<file path="src/rtl/mem_wb_pipe_stage_pkg.sv">
// Shared types and constants for the MEM->WB pipeline stage.
package mem_wb_pipe_stage_pkg;

   // Default datapath widths; the write-back bundle is laid out with these.
   localparam int unsigned WB_D_SIZE  = 32;
   localparam int unsigned WB_RA_SIZE = 5;

   // Occupancy encoding of the two-entry buffer.
   localparam logic [1:0] ST_EMPTY = 2'd0;
   localparam logic [1:0] ST_ONE   = 2'd1;
   localparam logic [1:0] ST_TWO   = 2'd2;

   // Everything write-back needs from one instruction. regwrite already has
   // the rd==0 suppression folded in, and data is already the selected value.
   typedef struct packed {
      logic                  regwrite;
      logic                  memread;
      logic [WB_RA_SIZE-1:0] rd;
      logic [WB_D_SIZE-1:0]  data;
   } wb_bundle_t;

endpackage

</file>
<file path="src/rtl/mem_wb_pipe_stage_skid_buf.sv">
// Generic valid/ready buffer with an optional second (skid) entry.
// The main register always drives the output; the skid register only absorbs
// one word when the output stalls in the same cycle a new word is accepted.
module pipe_skid_buf
   import mem_wb_pipe_stage_pkg::*;
#(
   parameter int unsigned W        = 8,
   parameter bit          USE_SKID = 1'b1
) (
   input  logic         clk,
   input  logic         rst,
   input  logic         flush,
   input  logic         in_valid,
   output logic         in_ready,
   input  logic [W-1:0] in_data,
   output logic         out_valid,
   input  logic         out_ready,
   output logic [W-1:0] out_data
);

   logic [1:0]   r_state;
   logic [1:0]   w_state_nxt;
   logic [W-1:0] r_main_data;
   logic [W-1:0] r_skid_data;
   logic         w_in_fire;
   logic         w_out_fire;
   logic         w_load_main_in;
   logic         w_load_main_skid;
   logic         w_load_skid;

   assign w_in_fire  = in_valid & in_ready & ~flush;
   assign w_out_fire = out_valid & out_ready;
   assign out_data   = r_main_data;

   // State register: flush and reset both empty the buffer.
   always_ff @(posedge clk) begin
      // NOTE: sequential state uses non-blocking assignments so every register
      // samples pre-edge values regardless of statement order.
      if (rst) r_state <= ST_EMPTY;
      else     r_state <= w_state_nxt;
   end

   // Next-state and load strobes from occupancy and the two handshakes.
   always_comb begin
      // NOTE: every output of this block gets a default first, so no path
      // through the case leaves a signal unassigned and no latch is inferred.
      w_state_nxt      = r_state;
      w_load_main_in   = 1'b0;
      w_load_main_skid = 1'b0;
      w_load_skid      = 1'b0;
      if (flush) begin
         w_state_nxt = ST_EMPTY;
      end else begin
         case (r_state)
            ST_EMPTY: begin
               if (w_in_fire) begin
                  w_state_nxt    = ST_ONE;
                  w_load_main_in = 1'b1;
               end
            end
            ST_ONE: begin
               if (w_in_fire && w_out_fire) begin
                  w_load_main_in = 1'b1;
               end else if (w_in_fire) begin
                  w_state_nxt = ST_TWO;
                  w_load_skid = 1'b1;
               end else if (w_out_fire) begin
                  w_state_nxt = ST_EMPTY;
               end
            end
            ST_TWO: begin
               if (w_out_fire) begin
                  w_state_nxt      = ST_ONE;
                  w_load_main_skid = 1'b1;
               end
            end
            default: w_state_nxt = ST_EMPTY;
         endcase
      end
   end

   // Handshake outputs decoded from the registered occupancy.
   always_comb begin
      out_valid = (r_state != ST_EMPTY);
      if (USE_SKID) in_ready = (r_state != ST_TWO);
      else          in_ready = out_ready | (r_state == ST_EMPTY);
   end

   // Payload registers: written only on capture, stale after flush.
   always_ff @(posedge clk) begin
      // NOTE: the payload is reset because write-back outputs must read zero
      // after reset; otherwise these would be plain enable-only registers.
      if (rst) begin
         r_main_data <= '0;
         r_skid_data <= '0;
      end else begin
         if (w_load_main_in)        r_main_data <= in_data;
         else if (w_load_main_skid) r_main_data <= r_skid_data;
         if (w_load_skid)           r_skid_data <= in_data;
      end
   end

endmodule

</file>
<file path="src/rtl/mem_wb_pipe_stage.sv">
// MEM->WB pipeline stage: packs the write-back bundle, buffers it with a
// valid/ready handshake and flush, and counts output stall cycles.
module mem_wb_pipe_stage
   import mem_wb_pipe_stage_pkg::*;
#(
   parameter int unsigned D_SIZE   = WB_D_SIZE,
   parameter int unsigned RA_SIZE  = WB_RA_SIZE,
   parameter bit          USE_SKID = 1'b1,
   parameter int unsigned CNT_W    = 16
) (
   input  logic               clk,
   input  logic               rst,
   input  logic               in_valid,
   output logic               in_ready,
   input  logic               in_regwrite,
   input  logic               in_memtoreg,
   input  logic               in_memread,
   input  logic [D_SIZE-1:0]  in_result,
   input  logic [D_SIZE-1:0]  in_rdata,
   input  logic [RA_SIZE-1:0] in_rd,
   input  logic               flush,
   output logic               out_valid,
   input  logic               out_ready,
   output logic               wb_regwrite,
   output logic               wb_memread,
   output logic [RA_SIZE-1:0] wb_rd,
   output logic [D_SIZE-1:0]  wb_data,
   output logic [CNT_W-1:0]   stall_cnt
);

   wb_bundle_t       w_in_bundle;
   wb_bundle_t       w_out_bundle;
   logic             w_out_valid;
   logic [CNT_W-1:0] r_stall_cnt;

   // Select write data and suppress writes to x0 before capture, so the
   // outputs come straight from registers.
   always_comb begin
      w_in_bundle.regwrite = in_regwrite & (in_rd != '0);
      w_in_bundle.memread  = in_memread;
      w_in_bundle.rd       = in_rd;
      w_in_bundle.data     = in_memtoreg ? in_rdata : in_result;
   end

   pipe_skid_buf #(
      .W        ($bits(wb_bundle_t)),
      .USE_SKID (USE_SKID)
   ) u_buf (
      .clk       (clk),
      .rst       (rst),
      .flush     (flush),
      .in_valid  (in_valid),
      .in_ready  (in_ready),
      .in_data   (w_in_bundle),
      .out_valid (w_out_valid),
      .out_ready (out_ready),
      .out_data  (w_out_bundle)
   );

   // Control outputs are qualified by out_valid; rd and data may be stale.
   always_comb begin
      out_valid   = w_out_valid;
      wb_regwrite = w_out_valid & w_out_bundle.regwrite;
      wb_memread  = w_out_valid & w_out_bundle.memread;
      wb_rd       = w_out_bundle.rd;
      wb_data     = w_out_bundle.data;
   end

   // Saturating count of cycles where WB holds data it did not consume.
   always_ff @(posedge clk) begin
      if (rst) begin
         r_stall_cnt <= '0;
      end else if (w_out_valid && !out_ready && (r_stall_cnt != '1)) begin
         r_stall_cnt <= r_stall_cnt + 1'b1;
      end
   end

   assign stall_cnt = r_stall_cnt;

endmodule
</file>
<file path="config.mk">
export PLATFORM = sky130hd
export DESIGN_NAME = mem_wb_pipe_stage
export DESIGN_NICKNAME = d
export VERILOG_FILES = /design/src/rtl/mem_wb_pipe_stage_pkg.sv /design/src/rtl/mem_wb_pipe_stage_skid_buf.sv /design/src/rtl/mem_wb_pipe_stage.sv
export SDC_FILE = /design/constraint.sdc
export NUM_CORES = 1
export LEC_CHECK = 0
export ABC_AREA = 1
export CORE_ASPECT_RATIO = 1.4
export CORE_MARGIN = 5
export CORE_UTILIZATION = 48
export DETAILED_ROUTE_END_ITERATION = 6
export HOLD_SLACK_MARGIN = 0.03
export PLACE_DENSITY = 0.79
export SYNTH_ARGS = -nofsm -noshare
export SYNTH_HDL_FRONTEND = slang
export SYNTH_SLANG_ARGS = --single-unit
</file>
<file path="constraint.sdc">
create_clock -name clk -period 2.1 [get_ports clk]
set_input_delay 0.525 -clock clk [delete_from_list [all_inputs] [get_ports clk]]
set_output_delay 0.525 -clock clk [all_outputs]
set_load 0.03 [all_outputs]
</file>
==> qor.log <==
qor: outcome.outcome finished clean
qor: finish.num-fill-cells 884
qor: worst_hold_path.holdPathStages 2
qor: placement.dpl.cell_count 905
qor: grt.grt_util_all_layers 20.0%
qor: power_and_ir_drop.share_comb_of_total_power 13.8%
qor: routing.drt_drc_violations_left 0
qor: synth.syn_nets 775
qor: sta.final_number_of_hold_violating_endpoints 0
qor: finish.layout_commonest_cell nand2_1
qor: finish.num-nets-final 859
qor: sta.slew_hr 62.6%
qor: cts.clkLatencyLatePin 340 ps
qor: setup_path.cp_slowest_stage_delay 670 ps
qor: power_and_ir_drop.share_clk_of_total_power 38.9%
qor: setup_path.required 1570 ps
qor: synth.synthSimpleGateAreaFrac 19.1%
qor: routing.post_drt_wl_per_cell 12.7 um
qor: floorplanning.dieArea 0.0120 sq mm
qor: setup_path.setup.worst_path.class register to output pin
qor: routing.remaining_antenna_violation_count_after_routing 0
qor: power_and_ir_drop.seq_power_share 47.3%
qor: setup_path.crit_fanout 6
qor: grt.grt_remaining_overflow 0
qor: routing.vias_per_cell 4.94
qor: sta.finClkSkew 7.85 ps
qor: cts.clockBufferDepth 2
qor: setup_path.cpMaxStageDelayCell clkdlybuf4s50_1
qor: synth.syn_area_per_cell 6.79 sq um
qor: sta.rsz_0062_raised_after_global_routing false
qor: finish.drive_gt1_share 5.85%
qor: synth.largest_family_of_logic_cells_by_synthesized_area compound AO/OA/AOI/OAI gates
qor: synth.synth.area.mux_share 0%
qor: floorplanning.initial_utilization 48.3%
qor: sta.timing_worst_slew_pin_value 561 ps
qor: finish.syn2layout_area_growth 31.7%
qor: routing.vias 4550
qor: cts.clock_tree_from_tritoncts built
qor: synth.synthesis.yosys.warnings 0
qor: worst_hold_path.startpoint_of_the_lowest_slack_hold_path u_buf.r_skid_data[2]$_SDFFE_PP0P_
qor: floorplanning.core_area 0.00979 sq mm
qor: power_and_ir_drop.vdd_ir_drop_max 0.470 mV
qor: cts.path_clk_slew 60 ps
qor: worst_hold_path.worst_hold_path.endpoint u_buf.r_skid_data[2]$_SDFFE_PP0P_
qor: power_and_ir_drop.static_leakage 2.39 nW
qor: placement.place.gp.congestion 0.851
qor: cts.clock_sinks 96
qor: synth.netlist_area 0.00473 sq mm
qor: setup_path.r2r_start stall_cnt[1]$_SDFFE_PP0P_
qor: finish.fin_cells 921
qor: sta.final-setup-viol-count 0
qor: placement.port-buffer-count 133
qor: setup_path.ff2ff_path_depth 8
qor: sta.share_of_the_clock_period_used_by_the_worst_path_after_layout 96.4%
qor: cts.cts_inserted_buffers 9
qor: setup_path.path_cells buf_4, clkdlybuf4s50_1
qor: synth.synthAdderAreaFrac 0.264%
qor: routing.drt_first_pass_iters 4
qor: setup_path.cp.arrival 1500 ps
qor: finish.postLayoutCoreUtil 63.6%
qor: setup_path.cp-start-kind register
qor: job.count_of_maximum_capacitance_violations 0
qor: floorplanning.placement_rows 43
qor: setup_path.worst-r2r-setup-slack 430 ps
qor: floorplanning.chipHeight 127 um
qor: setup_path.timing.critical_path.to_type output pin
qor: cts.root_buffer_cell clkbuf_16
qor: finish.layout.cells.most_common_list nand2_1 (134), clkdlybuf4s50_1 (127), o21ai_0 (105)
qor: sta.timing.fmax 494 MHz
qor: cts.post_cts_hold_buffer_count 0
qor: synth.synth-compound-area-share 22.0%
qor: routing.drt-initial-drc-count 152
qor: routing.wirelength 11700 um
qor: sta.final.min_clock_period 2020 ps
qor: grt.grt_pass1_vias 4499
qor: floorplanning.i_o_pin_cnt 134
qor: power_and_ir_drop.power.density_cell_area 641 mW/mm^2
qor: setup_path.r2r-end stall_cnt[12]$_SDFFE_PP0P_
qor: grt.antenna_found_initial 0
qor: sta.maxSlewViolCount 0
qor: synth.synth.yosys.seq_area_share 40.6%
qor: finish.num_antenna_cells 0
qor: synth.postSynthCellCount 697
qor: synth.ys_ff_latch 96
qor: power_and_ir_drop.p_sw_share 24.7%
qor: power_and_ir_drop.power_report.internal_total 0.00301 W
qor: power_and_ir_drop.netSwitchingPower 0.000986 W
qor: floorplanning.die_x 93.9 um
qor: grt.grt_start_max_net_pins 65
qor: synth.synthDistinctLibCells 26
qor: grt.grt_pass1_wl 19700 um
qor: placement.place_hpwl 8550 um
qor: cts.post-cts-setup-buffers 0
qor: worst_hold_path.worst_hold_path_type register to register
qor: cts.h_tree_lvl_count 3
qor: synth.yosys.area_share.xor_xnor 1.11%
## metal layers
metal	routed length [um]	GRT usage, %
met5	0	0
met4	184	6.72
met3	789	5.30
met2	5990	35.6
met1	4740	22.7
## flip-flops by register name, summed over array words and instances (netlist names)
register,cells
stall_cnt,16
u_buf.out_data,39
u_buf.r_skid_data,39
u_buf.r_state,2
## power groups by stage
stage	Clock, W	Combinational, W	Sequential [W]
after floorplan	0	0.000322	0.00192
after global routing	0.00165	0.000608	0.00189
final	0.00155	0.000552	0.00189
after CTS	0.00158	0.000555	0.00189
after global placement	0	0.000541	0.00193
after detailed placement	0	0.000553	0.00193
## synth_stat cells
cell,instances,area (sq um)
nand2_1,135,507
o21ai_0,105,526
dfxtp_1,96,1920
inv_1,87,327
a21oi_1,85,425
nor2_1,68,255
buf_4,37,278
clkbuf_1,25,93.8
o21ai_1,8,40.0
buf_2,7,35.0
inv_2,6,22.5
nand3_1,6,30.0
nand4_1,6,37.5
buf_6,4,45.0
a31oi_1,3,18.8
nor2_2,3,18.8
xnor2_1,3,26.3
xor2_1,3,26.3
nand2_2,2,12.5
nor2_4,2,22.5
ha_1,1,12.5
nand4_2,1,12.5
nor3b_1,1,7.51
o211ai_1,1,7.51
o21ai_4,1,16.3
o22ai_1,1,6.26
## what timing repair did
action | in CTS | in global routing
resized for setup | 4 | 1
cloned | 0 | 0
setup endpoints to repair | 3 | 1
## cell families after synthesis
family / Yosys count
AND/OR/NAND/NOR: 224
AO/OA/AOI/OAI: 204
buffers and inverters: 166
flip-flops: 96
XOR/XNOR: 6
adder cells (fa/ha/maj): 1
## area by class of cell
cell class / count / area, sq um / share of cell area, %
clock buffers: 13 / 260 / 4.18
clock inverters: 3 / 25.0 / 0.402
inverters: 93 / 349 / 5.60
multi-input cells: 435 / 2010 / 32.3
flip-flops and latches: 96 / 1920 / 30.8
well taps: 135 / 169 / 2.71
repair buffers: 146 / 1490 / 24.0
## worst max-delay path: cells and delay by family (launching register included)
| kind | cells | cell delay [ps] |
|---|---|---|
| flops | 1 | 340 |
| buf+inv | 2 | 820 |
## how the worst max path moves through the flow
stage | slack, ps | startpoint | cells past startpoint | end
CTS | 50 | u_buf.r_state[0]$_SDFFE_PP0P_ | 3 | in_ready
global route | 40 | stall_cnt[0]$_SDFFE_PP0P_ | 2 | stall_cnt[0]
floorplan | 330 | stall_cnt[0]$_SDFFE_PP0P_ | 9 | stall_cnt[0]$_SDFFE_PP0P_
global placement | 60 | flush | 10 | u_buf.out_data[20]$_SDFFE_PP0P_
finish | 80 | stall_cnt[0]$_SDFFE_PP0P_ | 2 | stall_cnt[0]
detailed placement | -20 | out_ready | 10 | u_buf.out_data[19]$_SDFFE_PP0P_
## per-stage QoR
step | cell area [sq um] | setup slack, ps | total power, W | TNS (ps) | hold slack, ps
2_1_floorplan | 4730 | 326 | 0.00224 | 0 | 424
3_3_place_gp | 5940 | 55.1 | 0.00247 | 0 | 431
4_1_cts | 6230 | 48.3 | 0.00403 | 0 | 450
6_report | 6230 | 75.1 | 0.00399 | 0 | 444
5_1_grt | 6230 | 36.4 | 0.00415 | 0 | 470
3_5_place_dp | 5940 | -16.5 | 0.00248 | -16.5 | 440
Note: power is estimated with default switching activity, not from simulation.
